===== config.mk =====
export PLATFORM = sky130hd
export DESIGN_NAME = rvfi_retire_serializer
export DESIGN_NICKNAME = d
export VERILOG_FILES = /design/src/rtl/rvfi_pkg.sv /design/src/rtl/rvfi_pkt_ram.sv /design/src/rtl/rvfi_retire_serializer.sv
export SDC_FILE = /design/constraint.sdc
export NUM_CORES = 2
export LEC_CHECK = 0
export CAP_MARGIN = 20
export CORE_UTILIZATION = 60
export DETAILED_ROUTE_END_ITERATION = 10
export GPL_ROUTABILITY_DRIVEN = 0
export GPL_TIMING_DRIVEN = 1
export HOLD_SLACK_MARGIN = 0.06
export PLACE_DENSITY_LB_ADDON = 0.3
export SLEW_MARGIN = 20
export SYNTH_ARGS = -nofsm -noshare
export SYNTH_HDL_FRONTEND = slang
export SYNTH_SLANG_ARGS = --single-unit

===== constraint.sdc =====
create_clock -name clock -period 50.3 [get_ports clock]
set_clock_uncertainty 0.2 [all_clocks]
set_input_delay 5.03 -clock clock [delete_from_list [all_inputs] [get_ports clock]]
set_output_delay 5.03 -clock clock [all_outputs]
set_load 0.01 [all_outputs]

===== src/rtl/rvfi_pkg.sv =====
// Shared types and helpers for the RVFI retire serializer: packet payload layout and popcount.
package rvfi_pkg;

    localparam int unsigned RVFI_XLEN     = 32;
    localparam int unsigned RVFI_ORDER_W  = 64;
    localparam int unsigned RVFI_ILEN     = 32;
    localparam int unsigned RVFI_NRET_MAX = 4;
    localparam int unsigned RVFI_PC_W     = 3;

    typedef struct packed {
        logic [RVFI_ORDER_W-1:0] order;
        logic [RVFI_ILEN-1:0]    insn;
        logic                    trap;
        logic [RVFI_XLEN-1:0]    pc_rdata;
        logic [RVFI_XLEN-1:0]    pc_wdata;
        logic [4:0]              rd_addr;
        logic [RVFI_XLEN-1:0]    rd_wdata;
    } rvfi_pkt_t;

    // Number of set bits in a retire-valid vector (0..RVFI_NRET_MAX).
    function automatic logic [RVFI_PC_W-1:0] popcount(input logic [RVFI_NRET_MAX-1:0] v);
        logic [RVFI_PC_W-1:0] c;
        c = '0;
        for (int i = 0; i < int'(RVFI_NRET_MAX); i++) begin
            c = c + RVFI_PC_W'(v[i]);
        end
        return c;
    endfunction

endpackage


===== src/rtl/rvfi_pkt_ram.sv =====
// DEPTH-entry packet store with NRET independent write ports and one asynchronous read port.
module rvfi_pkt_ram
    import rvfi_pkg::*;
#(
    parameter int unsigned NRET  = 2,
    parameter int unsigned DEPTH = 8,
    parameter int unsigned AW    = $clog2(DEPTH)
) (
    input  logic            clock,
    input  logic            we    [NRET],
    input  logic [AW-1:0]   waddr [NRET],
    input  rvfi_pkt_t       wdata [NRET],
    input  logic [AW-1:0]   raddr,
    output rvfi_pkt_t       rdata
);

    rvfi_pkt_t mem [DEPTH];

    // Contents are not reset; validity is tracked by the owner's count.
    always_ff @(posedge clock) begin
        for (int k = 0; k < int'(NRET); k++) begin
            if (we[k]) begin
                mem[waddr[k]] <= wdata[k];
            end
        end
    end

    assign rdata = mem[raddr];

endmodule


===== src/rtl/rvfi_retire_serializer.sv =====
// Buffers up to NRET RVFI retirements per cycle and replays them one per cycle,
// checking rvfi_order contiguity and flagging overflow.
module rvfi_retire_serializer
    import rvfi_pkg::*;
#(
    parameter int unsigned NRET    = 2,
    parameter int unsigned XLEN    = RVFI_XLEN,
    parameter int unsigned DEPTH   = 8,
    parameter int unsigned ORDER_W = RVFI_ORDER_W
) (
    input  logic                     clock,
    input  logic                     reset_n,
    input  logic [NRET-1:0]          in_valid,
    input  logic [NRET*ORDER_W-1:0]  in_order,
    input  logic [NRET*32-1:0]       in_insn,
    input  logic [NRET-1:0]          in_trap,
    input  logic [NRET*XLEN-1:0]     in_pc_rdata,
    input  logic [NRET*XLEN-1:0]     in_pc_wdata,
    input  logic [NRET*5-1:0]        in_rd_addr,
    input  logic [NRET*XLEN-1:0]     in_rd_wdata,
    output logic                     in_ready,
    output logic                     out_valid,
    input  logic                     out_ready,
    output logic [ORDER_W-1:0]       out_order,
    output logic [31:0]              out_insn,
    output logic                     out_trap,
    output logic [XLEN-1:0]          out_pc_rdata,
    output logic [XLEN-1:0]          out_pc_wdata,
    output logic [4:0]               out_rd_addr,
    output logic [XLEN-1:0]          out_rd_wdata,
    output logic [$clog2(DEPTH):0]   count,
    output logic                     err_order,
    output logic                     err_overflow,
    output logic [ORDER_W-1:0]       exp_order
);

    localparam int unsigned AW = $clog2(DEPTH);
    localparam int unsigned CW = $clog2(DEPTH) + 1;

    logic [AW-1:0]        wptr;
    logic [AW-1:0]        rptr;
    logic [RVFI_PC_W-1:0] n_acc;
    logic [RVFI_PC_W-1:0] slot;
    logic                 transfer;
    logic [CW-1:0]        count_next;

    logic                 we    [NRET];
    logic [AW-1:0]        waddr [NRET];
    rvfi_pkt_t            wdata [NRET];
    rvfi_pkt_t            head;
    rvfi_pkt_t            head_out;

    // Admission depends only on registered occupancy; dequeue this cycle earns no credit.
    assign in_ready = (CW'(DEPTH) - count) >= CW'(NRET);
    assign out_valid = (count != '0);
    assign transfer  = out_valid && out_ready;
    assign n_acc     = in_ready ? popcount(RVFI_NRET_MAX'(in_valid)) : '0;
    assign count_next = count + CW'(n_acc) - CW'(transfer);

    // Compact valid channels onto consecutive slots: channel k lands at wptr + (valid bits below k).
    always_comb begin
        slot = '0;
        for (int k = 0; k < int'(NRET); k++) begin
            we[k]             = in_ready && in_valid[k];
            waddr[k]          = wptr + AW'(slot);
            wdata[k].order    = in_order[k*ORDER_W +: ORDER_W];
            wdata[k].insn     = in_insn[k*32 +: 32];
            wdata[k].trap     = in_trap[k];
            wdata[k].pc_rdata = in_pc_rdata[k*XLEN +: XLEN];
            wdata[k].pc_wdata = in_pc_wdata[k*XLEN +: XLEN];
            wdata[k].rd_addr  = in_rd_addr[k*5 +: 5];
            wdata[k].rd_wdata = in_rd_wdata[k*XLEN +: XLEN];
            slot              = slot + RVFI_PC_W'(in_valid[k]);
        end
    end

    rvfi_pkt_ram #(
        .NRET  (NRET),
        .DEPTH (DEPTH),
        .AW    (AW)
    ) u_ram (
        .clock (clock),
        .we    (we),
        .waddr (waddr),
        .wdata (wdata),
        .raddr (rptr),
        .rdata (head)
    );

    // Head fields read as zero whenever the queue is empty (including right after reset).
    assign head_out     = out_valid ? head : '0;
    assign out_order    = head_out.order;
    assign out_insn     = head_out.insn;
    assign out_trap     = head_out.trap;
    assign out_pc_rdata = head_out.pc_rdata;
    assign out_pc_wdata = head_out.pc_wdata;
    assign out_rd_addr  = head_out.rd_addr;
    assign out_rd_wdata = head_out.rd_wdata;

    always_ff @(posedge clock or negedge reset_n) begin
        if (!reset_n) begin
            wptr         <= '0;
            rptr         <= '0;
            count        <= '0;
            err_order    <= 1'b0;
            err_overflow <= 1'b0;
            exp_order    <= '0;
        end else begin
            wptr  <= wptr + AW'(n_acc);
            rptr  <= rptr + AW'(transfer);
            count <= count_next;
            if (!in_ready && (in_valid != '0)) begin
                err_overflow <= 1'b1;
            end
            // Resynchronise to the observed order so one gap is reported once.
            if (transfer) begin
                if (head.order != exp_order) begin
                    err_order <= 1'b1;
                end
                exp_order <= head.order + ORDER_W'(1);
            end
        end
    end

endmodule


==> summary.txt <==
STA
  • Final setup vio count: 0
  • Peak Freq: slightly above 90 MHz
  • Final worst path period need: 10.90 ns
  • Rel. slew slack: between 10% and 20%
  • WHS: 0.287 ns
  • Final hold viol count: 0
  • Least-Margin Pin Slew: 1.21 ns
  • Sum Neg Setup Slack: 0 ns
  • RSZ-0062 raised after global routing: no
  • Final Cycle Share: 21.7%
  • Slew Viols, Final: 0

Finish
  • Layout cell share with drive strength beyond 1: 39.4%
  • Final nets: 6,105
  • Area delta synth->final: 16.4%
  • Filler cells: 8,975

Route
  • Drt total wl: 237,000 um
  • DR vias/cell: 6.66
  • 1st-pass router iterations: 5
  • Met2 Routed Length: 113,000 um
  • DRT antenna net count: 0
  • Detailed-route DRC error count: 0
  • Top Layer Used: met5
  • Routed met1 length: 91,100 um
  • Met3 WL: 23,100 um
  • Vias: 51,546
  • First-iteration detailed-routing DRC count: 5,360
  • Wirelength per Cell: 30.6 um

Clock tree
  • CTS tree: done
  • Post-CTS setup repair buffer count: 0
  • Clock sink total: 1,660
  • Clk_lat worst skew: 0.79 ns
  • Clock buffer depth: 3
  • Clk slew on worst S/H paths: 0.06 ns
  • Hold buffers post-CTS: 0
  • H-tree Lvls: 4
  • Total CTS buffers: 172
  • Root buf cell: clkbuf_16
  • PostCTS Resize Cnt: 0

Synthesis
  • Most common cell in the netlist: mux2_2
  • Yosys top cell area share: 56.5%
  • Syn avg cell area: 16.5 sq um
  • Synth Area in XOR/XNOR: 1.03%
  • Register area share after synthesis: 58.8%
  • Synth area leader: edfxtp_1
  • Post-synth ARST share: under 10%
  • Synth cell count leaders: mux2_2, edfxtp_1, nand2_1
  • Adder-Cell Fraction of Synth Area: 0.286%
  • Most used DFF post-synth: edfxtp_1
  • Total number of yosys warnings: 0
  • Syn_nets: 5,515
  • Mux contribution to synthesized area: 32.6%
  • Cell variety after synth: 74
  • Post-synth EDFFs: between 1,500 and 2,000
  • Post-synthesis instance total: 5,096
  • Simple-gate share of the synthesized area: 3.41%
  • Ranking of synthesized cells by area: edfxtp_1, mux2_2, mux4_2
  • Main combinational cell family by area after synthesis: multiplexers
  • Synth Area in Compound Gates: 1.89%
  • Synth Cell Area: 84,100 sq um
  • FF+latch count, synth: 1,660

Setup path
  • Critical-path top delay cell: dfrtp_4
  • Crit Path Class: flop to output port
  • Worst Setup End Kind: output port
  • Bufs and invs on worst path: 4
  • Worst-path fanout max: 43
  • Crit path largest cell delay: 0.85 ns
  • Critical Path Source Type: flop
  • Worst EP required: between 40 and 50 ns
  • Most used cell, CP: buf_4
  • CP arrival: 5.67 ns
  • Cell family with most CP delay: buffers and inverters
  • Cells along the critical path: buf_4 -> buf_4 -> buf_4 -> mux4_2 -> nand2_1 -> a21oi_1 -> clkdlybuf4s50_1

Global routing
  • Total grt overflow: 0
  • Largest net degree at the start of global routing: 129
  • Vias in the first global route: 51,983
  • First-pass GRT wire length: 345,000 um
  • Initial antenna violation count: 78
  • Tot GR Track Use: 33.1%

Die
  • Die area: ~140,000 sq um
  • Die height: 376 um
  • DIE WIDTH: 376 um
  • Initial core utilization: 60.4%
  • Io pins: 671
  • Core area: roughly 140,000 sq um
  • Site Rows: approximately 140

Pwr
  • Post-layout power: 6.40 mW
  • Static Leak: 33.1 nW
  • Max rail drop VDD: 78.7 uV
  • Power Density: between 60 and 70 nW/um^2

Placed design
  • Final HPWL DP: 133,000 um
  • Port-buffer cells: 670

Run status
  • Status: finished clean

Min path
  • Worst Hold Class: flop to flop

Flow run
  • Max_cap viols: 0
where the power goes:
group / leakage (nW) / total, mW / internal [mW] / switching, mW
sequential: 15.4 / 2.25 / 2.10 / 0.151
clock: 2.54 / 1.21 / 0.671 / 0.536
combinational: 15.2 / 2.94 / 1.28 / 1.65
total: 33.1 / 6.40 / 4.06 / 2.34
through the flow:
step / std cells / cell area [sq um] / utilization (%) / setup WS, ns
2_1_floorplan: 5096 / 84100 / - / 29.54
3_3_place_gp: 7387 / 92600 / 66.4 / 38.47
3_5_place_dp: 7387 / 92600 / 66.4 / 38.46
4_1_cts: 7689 / 97800 / 70.2 / 39.27
5_1_grt: 7721 / 97900 / 70.2 / 39.03
6_report: 7742 / 97900 / 70.3 / 39.40
worst paths after layout:
path | startpoint | cells after the start | slack, ns | endpoint
hold reg to reg | err_overflow$_DFFE_PN0P_ | 1 | 0.29 | err_overflow$_DFFE_PN0P_
setup reg to reg | count[0]$_DFF_PN0_ | 11 | 43.84 | u_ram.mem[4][175]$_DFFE_PP_
max in group asynchronous | reset_n | 1 | 45.25 | exp_order[44]$_DFFE_PN0P_
setup / recovery | rptr[0]$_DFF_PN0_ | 7 | 39.40 | out_insn[11]
hold / removal | err_overflow$_DFFE_PN0P_ | 1 | 0.29 | err_overflow$_DFFE_PN0P_
min in group asynchronous | reset_n | 1 | 4.05 | count[3]$_DFF_PN0_
worst register-to-register path: stages, from the launching register on:
cell,delay [ns]
dfrtp_1,0.41
inv_1,0.10
ha_1,0.19
nor3_1,0.05
a31oi_1,0.13
or3_1,0.42
nand2_1,0.39
o31ai_4,0.80
buf_4,0.70
buf_4,0.82
buf_4,0.88
buf_4,0.93
state kept, by name, summed over array words and instances, names as in the netlist:
register      flops
rptr              3
exp_order        64
u_ram.mem      1584
wptr              3
err_order         1
err_overflow      1
count             4
final cells by class:
cell class	count	area [sq um]	area share (%)
diodes	52	130	0.133
clock buffers	230	4640	4.73
clock inverters	72	564	0.576
inverters	27	106	0.109
multi-input cells	3061	33100	33.8
flip-flops and latches	1660	49500	50.5
well taps	1876	2350	2.40
repair buffers	764	7570	7.73
cell families (layout without fill, tap and decap cells):
kind of cell,Yosys count,count (layout)
mux,2051,2051
flops,1660,1660
simple gates,626,626
buf+inv,375,1093
compound gates,267,267
xor+xnor,99,99
fa+ha+maj,18,18
other cells,0,52
placed cells by master, fill, tap and decap left out, types with 6 or more instances in the layout:
| master | synthesis | routed |
|---|---|---|
| a21oi_1 | 137 | 137 |
| a22oi_1 | 11 | 11 |
| a31oi_1 | 8 | 8 |
| and3_1 | 9 | 9 |
| buf_12 | 9 | 12 |
| buf_4 | 11 | 80 |
| clkbuf_1 | 245 | 50 |
| clkbuf_16 | 0 | 175 |
| clkdlybuf4s50_1 | 0 | 669 |
| clkinv_1 | 3 | 36 |
| clkinv_2 | 0 | 21 |
| dfrtp_1 | 76 | 73 |
| diode_2 | 0 | 52 |
| edfxtp_1 | 1584 | 1584 |
| ha_1 | 16 | 16 |
| inv_1 | 24 | 24 |
| mux2_2 | 1590 | 1590 |
| mux2i_1 | 81 | 80 |
| mux4_1 | 32 | 32 |
| mux4_2 | 347 | 347 |
| nand2_1 | 358 | 357 |
| nand2b_1 | 7 | 7 |
| nand3_1 | 15 | 13 |
| nand4_1 | 24 | 24 |
| nor2_1 | 95 | 95 |
| nor3_1 | 20 | 20 |
| nor4_1 | 35 | 35 |
| o21ai_0 | 40 | 36 |
| o31a_1 | 16 | 16 |
| o31ai_1 | 26 | 22 |
| or2_2 | 6 | 6 |
| or3_1 | 9 | 9 |
| or4_1 | 11 | 11 |
| xnor2_1 | 60 | 60 |
| xor2_1 | 39 | 39 |
layer usage:
| metal | vias to the layer above | global-route usage (%) |
|---|---|---|
| li1 | 21600 | - |
| met1 | 26638 | 44.0 |
| met3 | 521 | 7.97 |
| met5 | - | 0 |
| met4 | 70 | 13.5 |
| met2 | 2717 | 52.7 |
Power figures use the tool's default switching activity.
